`config.mk`:
```
export PLATFORM = sky130hd
export DESIGN_NAME = multicycle_divider_flat
export DESIGN_NICKNAME = d
export VERILOG_FILES = /design/src/rtl/multicycle_divider_pkg.sv /design/src/rtl/multicycle_divider_if.sv /design/src/rtl/multicycle_divider_step.sv /design/src/rtl/multicycle_divider.sv /design/src/flat_wrapper.sv
export SDC_FILE = /design/constraint.sdc
export NUM_CORES = 1
export LEC_CHECK = 0
export BUFFER_PORTS_ARGS = -buffer_cell sky130_fd_sc_hd__buf_2
export CAP_MARGIN = 25
export CORE_ASPECT_RATIO = 1.2
export CORE_MARGIN = 4
export CORE_UTILIZATION = 45
export CTS_BUF_LIST = sky130_fd_sc_hd__clkbuf_2 sky130_fd_sc_hd__clkbuf_4 sky130_fd_sc_hd__clkbuf_8
export CTS_CLUSTER_DIAMETER = 60
export DETAILED_ROUTE_END_ITERATION = 7
export GPL_TIMING_DRIVEN = 0
export PLACE_DENSITY_LB_ADDON = 0.2
export SLEW_MARGIN = 30
export SYNTH_ARGS = -nofsm -noshare
export SYNTH_HDL_FRONTEND = slang
export SYNTH_HIERARCHICAL = 1
export SYNTH_SLANG_ARGS = --single-unit
```
`constraint.sdc`:
```
create_clock -name clock -period 8.9 [get_ports clock]
set_input_delay 0.445 -clock clock [delete_from_list [all_inputs] [get_ports clock]]
set_output_delay 0.445 -clock clock [all_outputs]
set_load 0.01 [all_outputs]
```
`src/rtl/multicycle_divider_pkg.sv`:
```
// Shared types and constants for the RV32M iterative divider.
package divider_pkg;

  localparam int XLEN = 32;

  localparam logic [2:0] FUNCT3_DIV  = 3'b100;
  localparam logic [2:0] FUNCT3_DIVU = 3'b101;
  localparam logic [2:0] FUNCT3_REM  = 3'b110;
  localparam logic [2:0] FUNCT3_REMU = 3'b111;

  typedef enum logic [1:0] {
    IDLE,
    DIVIDE,
    DONE
  } divider_state_t;

  function automatic logic [XLEN-1:0] neg_if(
    input logic            n,
    input logic [XLEN-1:0] v
  );
    return n ? (~v + 1'b1) : v;
  endfunction

endpackage

```
`src/rtl/multicycle_divider_if.sv`:
```
// Request/response bundle between execute control and the divider.
interface multicycle_divider_if;
  import divider_pkg::*;

  logic            start;
  logic [2:0]      funct3;
  logic [XLEN-1:0] rs1;
  logic [XLEN-1:0] rs2;
  logic [4:0]      rdAddressIn;
  logic            flush;
  logic            busy;
  logic            done;
  logic [XLEN-1:0] result;
  logic [4:0]      rdAddress;
  logic            writeEnable;

  modport master (
    output start, funct3, rs1, rs2,
    output rdAddressIn, flush,
    input  busy, done, result,
    input  rdAddress, writeEnable
  );

  modport slave (
    input  start, funct3, rs1, rs2,
    input  rdAddressIn, flush,
    output busy, done, result,
    output rdAddress, writeEnable
  );

endinterface

```
`src/rtl/multicycle_divider_step.sv`:
```
// One restoring division step: shift in a dividend bit, trial-subtract.
module divider_step
  import divider_pkg::*;
(
  input  logic [XLEN:0]   rem_i,
  input  logic [XLEN-1:0] dvs_i,
  input  logic            bit_i,
  output logic [XLEN:0]   rem_o,
  output logic            q_o
);

  logic [XLEN+1:0] shifted;
  logic [XLEN+1:0] diff;

  assign shifted = {rem_i, bit_i};
  assign diff    = shifted - {2'b00, dvs_i};
  assign q_o     = ~diff[XLEN+1];
  assign rem_o   = q_o ? diff[XLEN:0] : shifted[XLEN:0];

endmodule

```
`src/rtl/multicycle_divider.sv`:
```
// Iterative DIV/DIVU/REM/REMU unit; restoring, BITS_PER_CYCLE bits/clock.
module multicycle_divider
  import divider_pkg::*;
#(
  parameter int BITS_PER_CYCLE = 1
) (
  input logic                 clock,
  input logic                 reset,
  multicycle_divider_if.slave dif
);

  localparam int ITERS = XLEN / BITS_PER_CYCLE;
  localparam int CW    = $clog2(ITERS);
  localparam int B     = BITS_PER_CYCLE;

  if (!(B == 1 || B == 2 || B == 4)) begin : g_bad_bpc
    $error("BITS_PER_CYCLE must be 1, 2 or 4");
  end

  divider_state_t  state_q, state_d;
  logic [CW-1:0]   cnt_q, cnt_d;
  logic [XLEN:0]   rem_q, rem_d;
  logic [XLEN-1:0] quo_q, quo_d;
  logic [XLEN-1:0] dvs_q, dvs_d;
  logic [XLEN-1:0] res_q, res_d;
  logic [4:0]      rd_q, rd_d;
  logic            sel_q, sel_d;
  logic            qneg_q, qneg_d;
  logic            rneg_q, rneg_d;
  logic            done;

  logic [B:0][XLEN:0] chain;
  logic [B-1:0]       qbits;

  assign chain[0] = rem_q;

  for (genvar g = 0; g < B; g++) begin : g_step
    divider_step u_step (
      .rem_i (chain[g]),
      .dvs_i (dvs_q),
      .bit_i (quo_q[XLEN-1-g]),
      .rem_o (chain[g+1]),
      .q_o   (qbits[B-1-g])
    );
  end

  logic            sgn_op, rem_op, ovf;
  logic [XLEN-1:0] a_mag, b_mag, fin;

  assign sgn_op = dif.funct3[2] & ~dif.funct3[0];
  assign rem_op = dif.funct3[2] & dif.funct3[1];
  assign a_mag  = neg_if(sgn_op & dif.rs1[XLEN-1], dif.rs1);
  assign b_mag  = neg_if(sgn_op & dif.rs2[XLEN-1], dif.rs2);
  assign ovf    = sgn_op && dif.rs1 == 32'h8000_0000
                  && dif.rs2 == 32'hFFFF_FFFF;
  assign fin    = sel_q ? neg_if(rneg_q, rem_q[XLEN-1:0])
                        : neg_if(qneg_q, quo_q);

  always_comb begin
    state_d = state_q;
    cnt_d   = cnt_q;
    rem_d   = rem_q;
    quo_d   = quo_q;
    dvs_d   = dvs_q;
    res_d   = res_q;
    rd_d    = rd_q;
    sel_d   = sel_q;
    qneg_d  = qneg_q;
    rneg_d  = rneg_q;
    done    = 1'b0;
    unique case (state_q)
      IDLE: begin
        if (dif.start && !dif.flush) begin
          rd_d   = dif.rdAddressIn;
          sel_d  = rem_op;
          dvs_d  = b_mag;
          cnt_d  = '0;
          qneg_d = 1'b0;
          rneg_d = 1'b0;
          // special cases park final values so DONE needs no extra path
          if (dif.rs2 == '0) begin
            quo_d   = '1;
            rem_d   = {1'b0, dif.rs1};
            state_d = DONE;
          end else if (ovf) begin
            quo_d   = 32'h8000_0000;
            rem_d   = '0;
            state_d = DONE;
          end else begin
            quo_d   = a_mag;
            rem_d   = '0;
            qneg_d  = sgn_op & (dif.rs1[XLEN-1] ^ dif.rs2[XLEN-1]);
            rneg_d  = sgn_op & dif.rs1[XLEN-1];
            state_d = DIVIDE;
          end
        end
      end
      DIVIDE: begin
        if (dif.flush) begin
          state_d = IDLE;
        end else begin
          rem_d = chain[B];
          quo_d = {quo_q[XLEN-1-B:0], qbits};
          cnt_d = cnt_q + 1'b1;
          if (cnt_q == CW'(ITERS - 1)) state_d = DONE;
        end
      end
      DONE: begin
        state_d = IDLE;
        if (!dif.flush) begin
          done  = 1'b1;
          res_d = fin;
        end
      end
      default: state_d = IDLE;
    endcase
  end

  always_ff @(posedge clock) begin
    if (reset) begin
      state_q <= IDLE;
      cnt_q   <= '0;
      rem_q   <= '0;
      quo_q   <= '0;
      dvs_q   <= '0;
      res_q   <= '0;
      rd_q    <= '0;
      sel_q   <= 1'b0;
      qneg_q  <= 1'b0;
      rneg_q  <= 1'b0;
    end else begin
      state_q <= state_d;
      cnt_q   <= cnt_d;
      rem_q   <= rem_d;
      quo_q   <= quo_d;
      dvs_q   <= dvs_d;
      res_q   <= res_d;
      rd_q    <= rd_d;
      sel_q   <= sel_d;
      qneg_q  <= qneg_d;
      rneg_q  <= rneg_d;
    end
  end

  assign dif.busy        = state_q != IDLE;
  assign dif.done        = done;
  assign dif.writeEnable = done;
  assign dif.result      = done ? fin : res_q;
  assign dif.rdAddress   = rd_q;

endmodule
```
`src/flat_wrapper.sv`:
```
// flat-port wrapper written by rule: the top's interface ports become plain ports
module multicycle_divider_flat import divider_pkg::*;
#(
  parameter int BITS_PER_CYCLE = 1
)
  (clock, reset, dif_start, dif_funct3, dif_rs1, dif_rs2, dif_rdAddressIn, dif_flush, dif_busy, dif_done, dif_result, dif_rdAddress, dif_writeEnable);
  multicycle_divider_if dif_i ();
  input logic clock;
  input logic reset;
  input wire logic [$bits(dif_i.start)-1:0] dif_start;
  input wire logic [$bits(dif_i.funct3)-1:0] dif_funct3;
  input wire logic [$bits(dif_i.rs1)-1:0] dif_rs1;
  input wire logic [$bits(dif_i.rs2)-1:0] dif_rs2;
  input wire logic [$bits(dif_i.rdAddressIn)-1:0] dif_rdAddressIn;
  input wire logic [$bits(dif_i.flush)-1:0] dif_flush;
  output wire logic [$bits(dif_i.busy)-1:0] dif_busy;
  output wire logic [$bits(dif_i.done)-1:0] dif_done;
  output wire logic [$bits(dif_i.result)-1:0] dif_result;
  output wire logic [$bits(dif_i.rdAddress)-1:0] dif_rdAddress;
  output wire logic [$bits(dif_i.writeEnable)-1:0] dif_writeEnable;
  assign dif_i.start = dif_start;
  assign dif_i.funct3 = dif_funct3;
  assign dif_i.rs1 = dif_rs1;
  assign dif_i.rs2 = dif_rs2;
  assign dif_i.rdAddressIn = dif_rdAddressIn;
  assign dif_i.flush = dif_flush;
  assign dif_busy = dif_i.busy;
  assign dif_done = dif_i.done;
  assign dif_result = dif_i.result;
  assign dif_rdAddress = dif_i.rdAddress;
  assign dif_writeEnable = dif_i.writeEnable;
  multicycle_divider #(.BITS_PER_CYCLE(BITS_PER_CYCLE)) u_core (.clock(clock), .reset(reset), .dif(dif_i));
endmodule
```
==> results.json <==
{
  "syn_inst": 1552,
  "finalMaxSlewViolations": 0,
  "synth_top_area_cell": "dfxtp_1",
  "clockBufferDepth": 2,
  "groute.layer.met1.usage": 0.3724,
  "start_kind": "flop",
  "clk-insertion-delay-late_ns": 0.47,
  "numClockSinks": 144,
  "hold_viol_final": 0,
  "p_per_area_nw_per_um2": 151.9,
  "leakage_nw": 4.822,
  "ys_top_cells_by_count": "nand2_1, nor2_1, dfxtp_1, a21oi_1, o21ai_0",
  "power_mw": 1.940,
  "cts_tree": "done",
  "synthTopCellsByArea": "dfxtp_1, nand2_1, xor2_1, a211oi_1, nor2_1",
  "core_area_um2": 24830,
  "combPwrFrac": 0.348,
  "viasPerCell": 6.170,
  "post-dp-hpwl_um": 36270,
  "gp_congestion": 1.001,
  "fmax_mhz": 241.4,
  "clockRootBuffer": "clkbuf_8",
  "synth_top_flop_cell": "dfxtp_1",
  "fin_crit_ns": 4.142,
  "grt_overflow": 0,
  "hold_buffers": 0,
  "post-cts-setup-buffer-count": 0,
  "drtPass1Iterations": 8,
  "synth_seq_cells": 144,
  "critical_path_class": "flop to output port",
  "htree_levels": 4,
  "finalNetCount": 1800,
  "initial_utilization": 0.4597,
  "crit_arrival_ns": 3.70,
  "grt_pass1_vias": 11740,
  "die_h_um": 182.5,
  "antennaDiodeCount": 0,
  "track_usage": 0.3126,
  "rows": 63,
  "cp_data_required_time_ns": 8.46,
  "rsz0062_at_grt": "no",
  "p_seq_frac": 0.378,
  "outcome": "finished clean",
  "fin_crit_sh": 0.4654,
  "switchingPower_uw": 741.0,
  "post-route-drc-count": 0,
  "synth_warnings": 6,
  "num_vias": 12460,
  "worstMarginPinSlew_ns": 1.021,
  "cts_made_buffers": 17,
  "internal_power_mw": 1.199,
  "synth_edf_count": 0,
  "synth_cell_types": 86,
  "dieArea_um2": 27990,
  "synth_nets": 1668,
  "power.share.switching": 0.3819,
  "grt_antenna_before_repair": 0,
  "place_inst": 1990,
  "syn_avg_cell_area_um2": 7.354,
  "setup_violations": 0,
  "io-pin-count": 116,
  "port_buffers": 113,
  "busiest_layer": "met2",
  "relSlewSlack": 0.3195,
  "post_drt_wl_per_cell_um": 22.49,
  "grtUsageMet2": 0.5481,
  "crit_fanout": 11,
  "cap_violations": 0,
  "grt_max_degree": 17,
  "cts_resized": 0,
  "ys_seq_area_frac": 0.2526,
  "grt_pass1_wl_um": 68210,
  "end_kind": "output port",
  "antenna_left": 0,
  "pwr-share-clk": 0.274,
  "fin_worst_skew_ns": 0.01612,
  "hp-class": "input port to flop",
  "fin_cells": 2020,
  "synth_area_um2": 11410,
  "yosysMostFrequentCell": "nand2_1",
  "final_layout_size_suffix_gt1_frac": 0.1121,
  "async_flop_share": 0,
  "ir_worst_vdd_v": 0.00008217,
  "clk_pin_slew_ns": 0.08,
  "gr-usage-met3": 0.03558,
  "syn_to_final_growth_pct": 11.90,
  "die_width_um": 153.4,
  "drtIter0Drc": 1056,
  "wl_um": 45430,
  "setup_tns_ns": 0,
  "synth_top_area_share": 0.2526
}
==> layout make-up <==
cell class                      instances  area (µm²)
Buffer                                110       436.7
Clock buffer                           21       276.5
Clock inverter                          9       108.9
Fill cell                            2557       12060
Inverter                               53       198.9
Multi-Input combinational cell       1245        7896
Sequential cell                       144        2883
Tap cell                              325       406.6
Timing Repair Buffer                  113       565.5
==> worst max-delay path, cell delays in order (launching register included) <==
cell      delay, ns
dfxtp_1        0.38
nor2_1         0.12
nand2_1        0.28
inv_1          0.18
clkbuf_1       0.51
buf_1          0.49
clkbuf_1       0.58
o21ai_0        0.17
o21ai_0        0.15
nand3_1        0.17
buf_2          0.18
==> power groups by stage <==
stage	clock network, mW	registers, mW	logic (mW)
2_1_floorplan	0	0.722	0.477
3_3_place_gp	0	0.744	0.656
3_5_place_dp	0	0.745	0.659
4_1_cts	0.540	0.730	0.662
5_1_grt	0.567	0.736	0.736
6_report	0.532	0.733	0.676
==> layout by cell type (no fill, tap or decap), types with 20 or more instances in the layout <==
cell      netlist  final
or3_1          26     26
nor4_1         22     22
o21ai_0        98     98
nand2_1       202    202
a211oi_1       79     79
buf_2           2    115
nor3_1         34     34
a21oi_1       104    104
xor2_1         68     68
a21o_1         25     25
xnor2_1        57     57
inv_1          52     52
clkbuf_1       97     96
nor2_1        145    145
o41ai_1        20     20
ha_1           39     39
nand3_1        24     24
dfxtp_1       144    144
or4_1          24     24
o31ai_1        36     36
nor2b_1        30     30
==> state kept, by name (all words and copies together), names as in the netlist <==
name / count
u_core/dif.rdAddress: 5
u_core/state_q: 2
u_core/dvs_q: 32
u_core/rem_q: 33
u_core/quo_q: 32
u_core/qneg_q: 1
u_core/sel_q: 1
u_core/res_q: 32
u_core/cnt_q: 5
u_core/rneg_q: 1
==> worst paths after layout <==
check | start | slack, ns | cells after the start | endpoint
hold / removal | dif_rdAddressIn[0] | 0.21 | 3 | u_core/dif.rdAddress[0]$_SDFFE_PP0P_
setup / recovery | u_core/state_q[0]$_SDFFE_PP0P_ | 4.76 | 10 | dif_result[14]
setup reg to reg | u_core/rem_q[7]$_SDFFE_PP0P_ | 4.76 | 13 | u_core/rem_q[1]$_SDFFE_PP0P_
hold reg to reg | u_core/dif.rdAddress[0]$_SDFFE_PP0P_ | 0.46 | 2 | u_core/dif.rdAddress[0]$_SDFFE_PP0P_
==> metrics by stage <==
step	hold WS, ns	area (µm²)	worst slack, ns	util
global route	0.1899	12770	4.410	0.5144
CTS	0.1763	12770	4.676	0.5144
detailed placement	0.4450	12390	4.779	0.4989
finish	0.2086	12770	4.758	0.5144
floorplan	0.4362	11410	5.753	-
global placement	0.4412	12390	4.835	0.4988
==> metal layers <==
layer,wire length [µm],up-vias
met5,0,-
met3,2979,134
li1,-,5918
met2,22070,620
met1,17550,5792
met4,2825,0
==> cells by family after synthesis <==
| kind of cell | after synthesis | share of synthesized area |
|---|---|---|
| AOI/OAI and AO/OA | 476 | 0.2838 |
| xor gates and xnor gates | 126 | 0.09833 |
| adders and majority gates | 40 | 0.04451 |
| buffers and inverters | 163 | 0.05558 |
| DFF | 144 | 0.2526 |
| muxes | 24 | 0.02247 |
| and+or+nand+nor | 579 | 0.2427 |
Note: power is estimated with default switching activity, not from simulation.
